===== config.mk =====
export PLATFORM = sky130hd
export DESIGN_NAME = tdm_demux
export DESIGN_NICKNAME = d
export VERILOG_FILES = /design/src/rtl/tdm_demux.sv
export SDC_FILE = /design/constraint.sdc
export NUM_CORES = 1
export LEC_CHECK = 0
export CORE_MARGIN = 2
export CORE_UTILIZATION = 45
export CTS_CLUSTER_DIAMETER = 60
export DETAILED_ROUTE_END_ITERATION = 12
export GPL_TIMING_DRIVEN = 0
export PLACE_DENSITY = 0.74
export SLEW_MARGIN = 20
export SYNTH_ARGS = -nofsm -noshare
export SYNTH_HDL_FRONTEND = slang
export SYNTH_SLANG_ARGS = --single-unit

===== constraint.sdc =====
create_clock -name clk -period 5.5 [get_ports clk]
set_input_delay 1.1 -clock clk [delete_from_list [all_inputs] [get_ports clk]]
set_output_delay 1.1 -clock clk [all_outputs]
set_load 0.01 [all_outputs]

===== src/rtl/tdm_demux.sv =====
// TDM demultiplexer: locks onto frame_sync and steers slot words to per-channel registers.
// Define TDM_DEMUX_FRAME_BUF_EN to publish whole frames at once from a shadow buffer.
module tdm_demux #(
  parameter int NUM_CH = 4,
  parameter int DATA_W = 8
) (
  input  logic                     clk,
  input  logic                     rst_n,
  input  logic [DATA_W-1:0]        din,
  input  logic                     din_valid,
  input  logic                     frame_sync,
  output logic [NUM_CH*DATA_W-1:0] ch_data,
  output logic [NUM_CH-1:0]        ch_valid,
  output logic                     frame_done,
  output logic                     locked,
  output logic                     sync_err
);

  localparam int CNT_W = $clog2(NUM_CH);
  localparam logic [CNT_W-1:0] ZERO_CNT  = {CNT_W{1'b0}};
  localparam logic [CNT_W-1:0] ONE_CNT   = CNT_W'(1);
  localparam logic [CNT_W-1:0] LAST_SLOT = CNT_W'(NUM_CH - 1);

  typedef enum logic {
    HUNT   = 1'b0,
    LOCKED = 1'b1
  } state_t;

  state_t                     state_r, state_s;
  logic [CNT_W-1:0]           cnt_r, cnt_s;
  logic                       cap_s;
  logic [CNT_W-1:0]           slot_s;
  logic                       err_s;
  logic                       last_s;
  logic [NUM_CH*DATA_W-1:0]   data_r;
  logic [NUM_CH-1:0]          valid_r;
  logic                       frame_done_r;
  logic                       sync_err_r;
  logic                       locked_r;

  // Framing FSM: decides whether this beat is captured, into which slot, and any error.
  always_comb begin
    state_s = state_r;
    cnt_s   = cnt_r;
    cap_s   = 1'b0;
    slot_s  = ZERO_CNT;
    err_s   = 1'b0;
    last_s  = 1'b0;
    case (state_r)
      HUNT: begin
        if (din_valid && frame_sync) begin
          cap_s   = 1'b1;
          slot_s  = ZERO_CNT;
          state_s = LOCKED;
          cnt_s   = ONE_CNT;
        end else begin
          state_s = HUNT;
        end
      end
      LOCKED: begin
        if (!din_valid) begin
          state_s = LOCKED;
        end else if (frame_sync && (cnt_r != ZERO_CNT)) begin
          // Early sync: restart the frame on this beat rather than dropping lock.
          err_s  = 1'b1;
          cap_s  = 1'b1;
          slot_s = ZERO_CNT;
          cnt_s  = ONE_CNT;
        end else if (!frame_sync && (cnt_r == ZERO_CNT)) begin
          err_s   = 1'b1;
          state_s = HUNT;
          cnt_s   = ZERO_CNT;
        end else begin
          cap_s  = 1'b1;
          slot_s = cnt_r;
          last_s = (cnt_r == LAST_SLOT);
          if (cnt_r == LAST_SLOT) begin
            cnt_s = ZERO_CNT;
          end else begin
            cnt_s = cnt_r + ONE_CNT;
          end
        end
      end
      default: begin
        state_s = HUNT;
        cnt_s   = ZERO_CNT;
      end
    endcase
  end

  // FSM state and slot counter.
  always_ff @(posedge clk or negedge rst_n) begin
    if (!rst_n) begin
      state_r <= HUNT;
      cnt_r   <= ZERO_CNT;
    end else begin
      state_r <= state_s;
      cnt_r   <= cnt_s;
    end
  end

  // Status pulses and lock indication.
  always_ff @(posedge clk or negedge rst_n) begin
    if (!rst_n) begin
      frame_done_r <= 1'b0;
      sync_err_r   <= 1'b0;
      locked_r     <= 1'b0;
    end else begin
      frame_done_r <= cap_s && last_s;
      sync_err_r   <= err_s;
      locked_r     <= (state_s == LOCKED);
    end
  end

`ifdef TDM_DEMUX_FRAME_BUF_EN
  logic [NUM_CH*DATA_W-1:0] shadow_r;
  logic [NUM_CH*DATA_W-1:0] frame_s;

  // Completed frame: buffered slots plus the final word arriving this beat.
  always_comb begin
    frame_s = shadow_r;
    frame_s[int'(LAST_SLOT)*DATA_W +: DATA_W] = din;
  end

  // Shadow buffer accumulates the frame in progress.
  always_ff @(posedge clk or negedge rst_n) begin
    if (!rst_n) begin
      shadow_r <= {(NUM_CH*DATA_W){1'b0}};
    end else if (cap_s) begin
      shadow_r[int'(slot_s)*DATA_W +: DATA_W] <= din;
    end else begin
      shadow_r <= shadow_r;
    end
  end

  // Publish all channels together only when a frame completes cleanly.
  always_ff @(posedge clk or negedge rst_n) begin
    if (!rst_n) begin
      data_r  <= {(NUM_CH*DATA_W){1'b0}};
      valid_r <= {NUM_CH{1'b0}};
    end else if (cap_s && last_s) begin
      data_r  <= frame_s;
      valid_r <= {NUM_CH{1'b1}};
    end else begin
      valid_r <= {NUM_CH{1'b0}};
    end
  end
`else
  // Per-slot update: only the captured channel changes.
  always_ff @(posedge clk or negedge rst_n) begin
    if (!rst_n) begin
      data_r  <= {(NUM_CH*DATA_W){1'b0}};
      valid_r <= {NUM_CH{1'b0}};
    end else if (cap_s) begin
      data_r[int'(slot_s)*DATA_W +: DATA_W] <= din;
      valid_r <= {{(NUM_CH-1){1'b0}}, 1'b1} << slot_s;
    end else begin
      valid_r <= {NUM_CH{1'b0}};
    end
  end
`endif

  assign ch_data    = data_r;
  assign ch_valid   = valid_r;
  assign frame_done = frame_done_r;
  assign sync_err   = sync_err_r;
  assign locked     = locked_r;

endmodule


After elaboration in Yosys (flattened, before gate mapping)
Cells that the tools add are included.

storage, ports and cells
  input port bits = 12
  logic and storage cells = 50
  output and inout port bits = 39
  register bits after elaboration = 41

cells by class
  reductions and logical operators = 8
  $add $sub $neg = 2
  mux-type cells = 27
  shift-type cells = 3
  bitwise gates (word level) = 1
  equality and inequality tests = 3

operator list
  operator                                                number
  negation 5 -> 33 bit                                    1
  variable shift 8 x 33 -> 32 bit (first input constant)  1
  indexed part select 8 x 33 -> 32 bit                    1
  bitwise mux 32 bit                                      1
  two-way mux 2 bit                                       8
  two-way mux 1 bit                                       13
  case mux 2 bit (2 select lines)                         2
  logical AND 1 bit                                       4
  two-way mux 4 bit                                       1
  inequality test 2 bit (second input constant)           2
  case mux 1 bit (2 select lines)                         2
  left shift 1 x 2 -> 4 bit (first input constant)        1
  adder 2 x 1 -> 2 bit (second input constant)            1
  == test 2 bit (second input constant)                   1
  logical NOT 2 bit                                       1
  AND reduction 2 bit                                     1
  nonzero test 2 bit                                      1
  logical NOT 1 bit                                       1
  NOT 1 bit                                               1

Longest topological paths before layout
  depth in word-level cells = 9
  mapped depth = 12
  gate-level depth less buffers = 11

Least setup slack after synthesis
Ideal clock, no wire load.

  path type = input-to-reg
  start point = in frame_sync
  end point = reg data_r[10], in the netlist ch_data[10]
  data required time = 5,380 ps
  setup time = 120 ps
  path slack = 2,515 ps
  data arrival time = 2,865 ps
  buffers on the path = 2
  stages = 10
  cells stage by stage = inv_1 -> ha_1 -> and4bb_4 -> and2_1 -> inv_1 -> ha_1 -> buf_1 -> and4_1 -> clkbuf_1 -> a31o_1

on the way
  longest elaborated chain between the ends = 9
  elaborated cells between the ends (all ways) = 17
  classes of those cells = 1 x add/sub; 2 x shift; 10 x mux; 4 x reduce/logical

RTL lines
  element                                                                                         line  text
  start, declared                                                                                 11    input logic frame_sync,
  logical NOT 1 bit                                                                               69    end else if (!frame_sync && (cnt_r == ZERO_CNT)) begin
  logical AND 1 bit                                                                               69
  two-way mux 2 bit                                                                               69
  two-way mux 2 bit                                                                               63    end else if (frame_sync && (cnt_r != ZERO_CNT)) begin
  two-way mux 2 bit                                                                               61    if (!din_valid) begin
  case mux 2 bit (2 select lines)                                                                 49    case (state_r)
  negation 5 -> 33 bit                                                                            155   data_r[int'(slot_s)*DATA_W +: DATA_W] <= din;
  indexed part select 8 x 33 -> 32 bit / variable shift 8 x 33 -> 32 bit (equally long branches)  155
  bitwise mux 32 bit                                                                              155
  end signal, assigned                                                                            152   data_r <= {(NUM_CH*DATA_W){1'b0}};
  end signal, assigned by index                                                                   155
  end, declared                                                                                   35    logic [NUM_CH*DATA_W-1:0] data_r;

Several ways; a longest one is shown, not always the timed one.
A chain may end at the register's enable or synchronous reset.

Worst setup path after layout
  start point = in frame_sync
  end point = reg data_r[12], in the netlist ch_data[12]

The elaborated chain is that of the path after synthesis.

==> run summary <==
The top-area cell type share of the netlist area was 49.10%; the netlist area before placement was 2090 µm². The floorplan step defined a die boundary enclosing 5204 µm². The tools report the total count of hold-check failures in the final report as 0. The logs give 21.02% for the aggregate global-route resource usage and 46.8% for the part of the total power dissipated in combinational logic. The run gives 4975 µm as the sum of routed wire length over all layers. Fraction of the mapped netlist area in compound gates: 23.83%. The wire-length estimate of the detail-placed layout is 3435 µm. The netlist uses 30 different library cells. The floorplan step defined a core boundary enclosing 4414 µm². The clock period could shrink to 3678 ps. The run gives 47.34% as the initial core utilization.

The clock reaches the later pin of the worst-skew pair after 300 ps. Once the clock tree was built, the setup fixing pass inserted 0 buffers. In this run, flip-flops and latches consume 35.3% of the power. Buffers inserted during clock tree synthesis total 5. The flow ran to the end, and the final reports show no timing, DRC or antenna violations.

The synthesized instance count is 188. Counting the fill cells in the layout gives 378. The buffering stage count on the worst path with inverters included came out at 5. Each instance of the synthesized netlist takes up on average 11.11 µm². The total overflow left after global routing is 0. The tools report the number of nets with antenna violations after detailed routing as 0.

In this run the power density over the cells is 484.0 nW/µm². Among all stages on the critical path, the largest delay is contributed by sky130_fd_sc_hd__clkdlybuf4s50_1. Per report_power, the clock group accounts for 17.9% of the total. Net switching is 34.82% of the power. The max-capacitance violation count is 0, and the remaining design rule violation count is 0.

The summed negative setup slack over all endpoints is 0 ps, and the vertical die dimension is 72.14 µm. The tools report the synthesized net count as 212. STA classifies the critical path endpoint as a flip-flop. Dividing the detail-routed via count by the number of cells gives 5.765. For the internal portion of total power, the log shows 0.8766 mW. Leakage power figure: 1.223 nW. STA puts the critical path data required time at 5730 ps.

The number of buffers inserted for hold repair after clock tree synthesis was 0. At the pin with the least slew margin, the transition time is 526.5 ps. In this run the tool buffered the top-level ports with 49 buffer cells. The Yosys step of the flow raised 0 warnings. The final layout contains 269 nets. For the maximum level of the CTS H-tree, the log shows 2. Summing the areas of all and, or, nand and nor instances in the mapped netlist gives 11.38% of the synthesized area. After synthesis, the largest family of logic cells by area is compound AO/OA/AOI/OAI gates. Setup repair after global routing left no endpoint under its margin.

Clock skew on the completed layout was measured at 13.65 ps. Traced cell by cell, the critical path runs through clkdlybuf4s50_1, inv_1, ha_1, and4bb_4, nand2_1, inv_1, ha_1, buf_1, and4_1, clkbuf_1, a31o_1. In this run, synthesis produced a sequential element count of 41. 51 I/O pins were placed. The number of antenna diodes in the final layout is 0.

In the post-synthesis netlist, the biggest area contributors are sky130_fd_sc_hd__dfrtp_1 49%, sky130_fd_sc_hd__ha_1 7.2%, sky130_fd_sc_hd__o2bb2ai_1 7.1%. The run gives 0 as the number of antenna violations at the first check in global routing. The routability congestion estimate is 0.7852, and the arithmetic-cell share of the synthesized area counting full adders, half adders and majority gates is 7.186%. The number of design-rule violations left by the first detailed-router iteration is 112. Measured against the total synthesized area, the mux share comes to 0%.

The run gives 49.10% as the register area share after synthesis. The first global-routing pass estimated 8300 µm of wire. The worst path uses 66.88% of the clock period. Timing would allow up to 0.2719 GHz. VDD sags by at most 0.2592 mV. The number of global-route vias before repair was 1679; the area added between synthesis and finish was 32.99%. TritonCTS built the clock tree. The synthesized design spends more area on one cell type than any other, namely sky130_fd_sc_hd__dfrtp_1. Entering global routing, the biggest net connects 22 pins. Net switching power: 0.4684 mW. Setup violations remaining at the end of the flow were counted as 0.

Largest fanout of any net on the critical path: 9. The tools report the kind of launch point of the worst setup path as an input port. For the worst max-slew margin expressed relative to the limit, the log shows 64.90%. CTS saw 41 sinks. STA puts the critical path data arrival time at 3910 ps.

At the end of the flow the core is filled with cells to 62.95%. In this design, the stage delay of the slowest critical-path cell is 600 ps. The register clock-pin slew on the reported worst setup and hold paths works out to 70 ps. Vias after detailed routing: 1718. Of the cells placed in the final design, the portion with a size suffix greater than 1 is 8.943%.

The worst hold slack is 492.8 ps. After detailed routing, the average wire length per cell comes to 16.69 µm. The floorplan has 24 rows.

CTS placed an instance of sky130_fd_sc_hd__clkbuf_8 at the clock tree root. The path type of the worst setup path was input port to flip-flop. The run gives 2 as the worst-case clock buffer depth.

After Yosys synthesis, XOR and XNOR cells account for 0% of the synthesized area. Type of the tightest min-delay check: flip-flop to flip-flop. After clock tree synthesis, the repair step resized 0 gates. Among cell families on the critical path, the largest total delay comes from buffers and inverters.

The number of max-slew violations in the final report was 0; the chip width was 72.14 µm. For the detailed-router iteration count before antenna repair, the log shows 4.
-- layout by cell type, fill, tap and decap left out, drive strengths merged --
| master | count |
|---|---|
| and4 | 2 |
| buf | 12 |
| a32oi | 1 |
| and2 | 5 |
| a31oi | 1 |
| inv | 23 |
| dfrtp | 41 |
| nor2 | 2 |
| a21oi | 1 |
| clkdlybuf4s50 | 48 |
| bufinv | 1 |
| and3 | 1 |
| o2bb2ai | 17 |
| nand2 | 9 |
| o21ai | 1 |
| clkinv | 1 |
| a21o | 1 |
| a41oi | 16 |
| a31o | 16 |
| a211o | 1 |
| nand3 | 16 |
| clkbuf | 12 |
| nor4b | 1 |
| o211a | 2 |
| and4bb | 1 |
| or2 | 1 |
| ha | 12 |
| and4b | 1 |
-- per-layer routing --
metal	global-route usage, %	share of wire, %	wire length (µm)	vias up
met1	28.25	45	2227	841
met2	32.11	47	2344	65
met3	5.972	7.2	359	4
met4	8.595	0.88	44	0
met5	0	0	0	-
li1	-	-	-	808
-- sequential cells by signal, summed over array words and instances, names as in the netlist --
register,flops
ch_data,32
ch_valid,4
cnt_r,2
frame_done,1
locked,1
sync_err,1
-- synth_stat cells (all sizes together) --
cell      n
o2bb2ai  17
a31o     16
and4b     1
ha       12
and3      1
o211a     2
nand2     9
o21ai     1
or2       1
a31oi     1
and4bb    1
a211o     1
and2      5
a21oi     1
and4      2
a41oi    16
nand3    16
dfrtp    41
buf      10
clkbuf    6
nor4b     1
a32oi     1
nor2      2
a21o      1
inv      23
-- cells by family (layout without fill, tap and decap cells) --
group	Yosys count	in the layout
simple gates	39	39
compound gates	57	57
fa+ha+maj	12	12
flops	41	41
buf+inv	39	97
-- worst reg2reg max path: cells and delay by family, from the launching register on --
kind | cells | cell delay (ps)
compound gates | 1 | 200
fa+ha+maj | 3 | 650
buf+inv | 4 | 920
flops | 1 | 500
simple gates | 3 | 770
-- path summary, 6_finish.rpt --
check / startpoint / end / slack [ps] / depth (start not counted)
worst max-delay path: frame_sync / ch_data[12]$_DFFE_PN0P_ / 1820 / 11
worst min-delay path: ch_data[3]$_DFFE_PN0P_ / ch_data[3]$_DFFE_PN0P_ / 490 / 1
worst max register to register: cnt_r[0]$_DFFE_PN0P_ / ch_data[12]$_DFFE_PN0P_ / 2400 / 11
worst min register to register: ch_data[3]$_DFFE_PN0P_ / ch_data[3]$_DFFE_PN0P_ / 490 / 1
max in group asynchronous: rst_n / ch_data[10]$_DFFE_PN0P_ / 4240 / 2
min in group asynchronous: rst_n / ch_data[29]$_DFFE_PN0P_ / 770 / 1
-- metrics by stage --
step           instance area (µm²)  std cells  setup slack, ps  power [mW]
2_1_floorplan                 2090        188             2515      0.8151
3_3_place_gp                  2645        289             1560       1.096
3_5_place_dp                  2668        290             1551       1.109
4_1_cts                       2779        298             1828       1.356
5_1_grt                       2779        298             1592       1.439
6_report                      2779        298             1822       1.345
-- power groups by stage --
stage	sequential, mW	combinational, mW	clock [mW]
final	0.475	0.629	0.241
after global routing	0.489	0.691	0.259
after floorplan	0.520	0.295	0
after detailed placement	0.478	0.631	0
after CTS	0.475	0.635	0.246
after global placement	0.477	0.619	0
-- final cells by class --
cell class                 count  area (µm²)  share of cell area (%)
clock inverter                 2       38.79                   1.396
inverter                      23       86.33                   3.107
buffer                        16       91.34                   3.287
clock buffer                   6       72.57                   2.611
timing repair buffer          50       513.0                   18.46
multi-input combinational    108       885.9                   31.88
sequential                    41        1026                   36.92
tap                           52       65.06                   2.341
No activity file was read; power rests on OpenSTA's default activity.
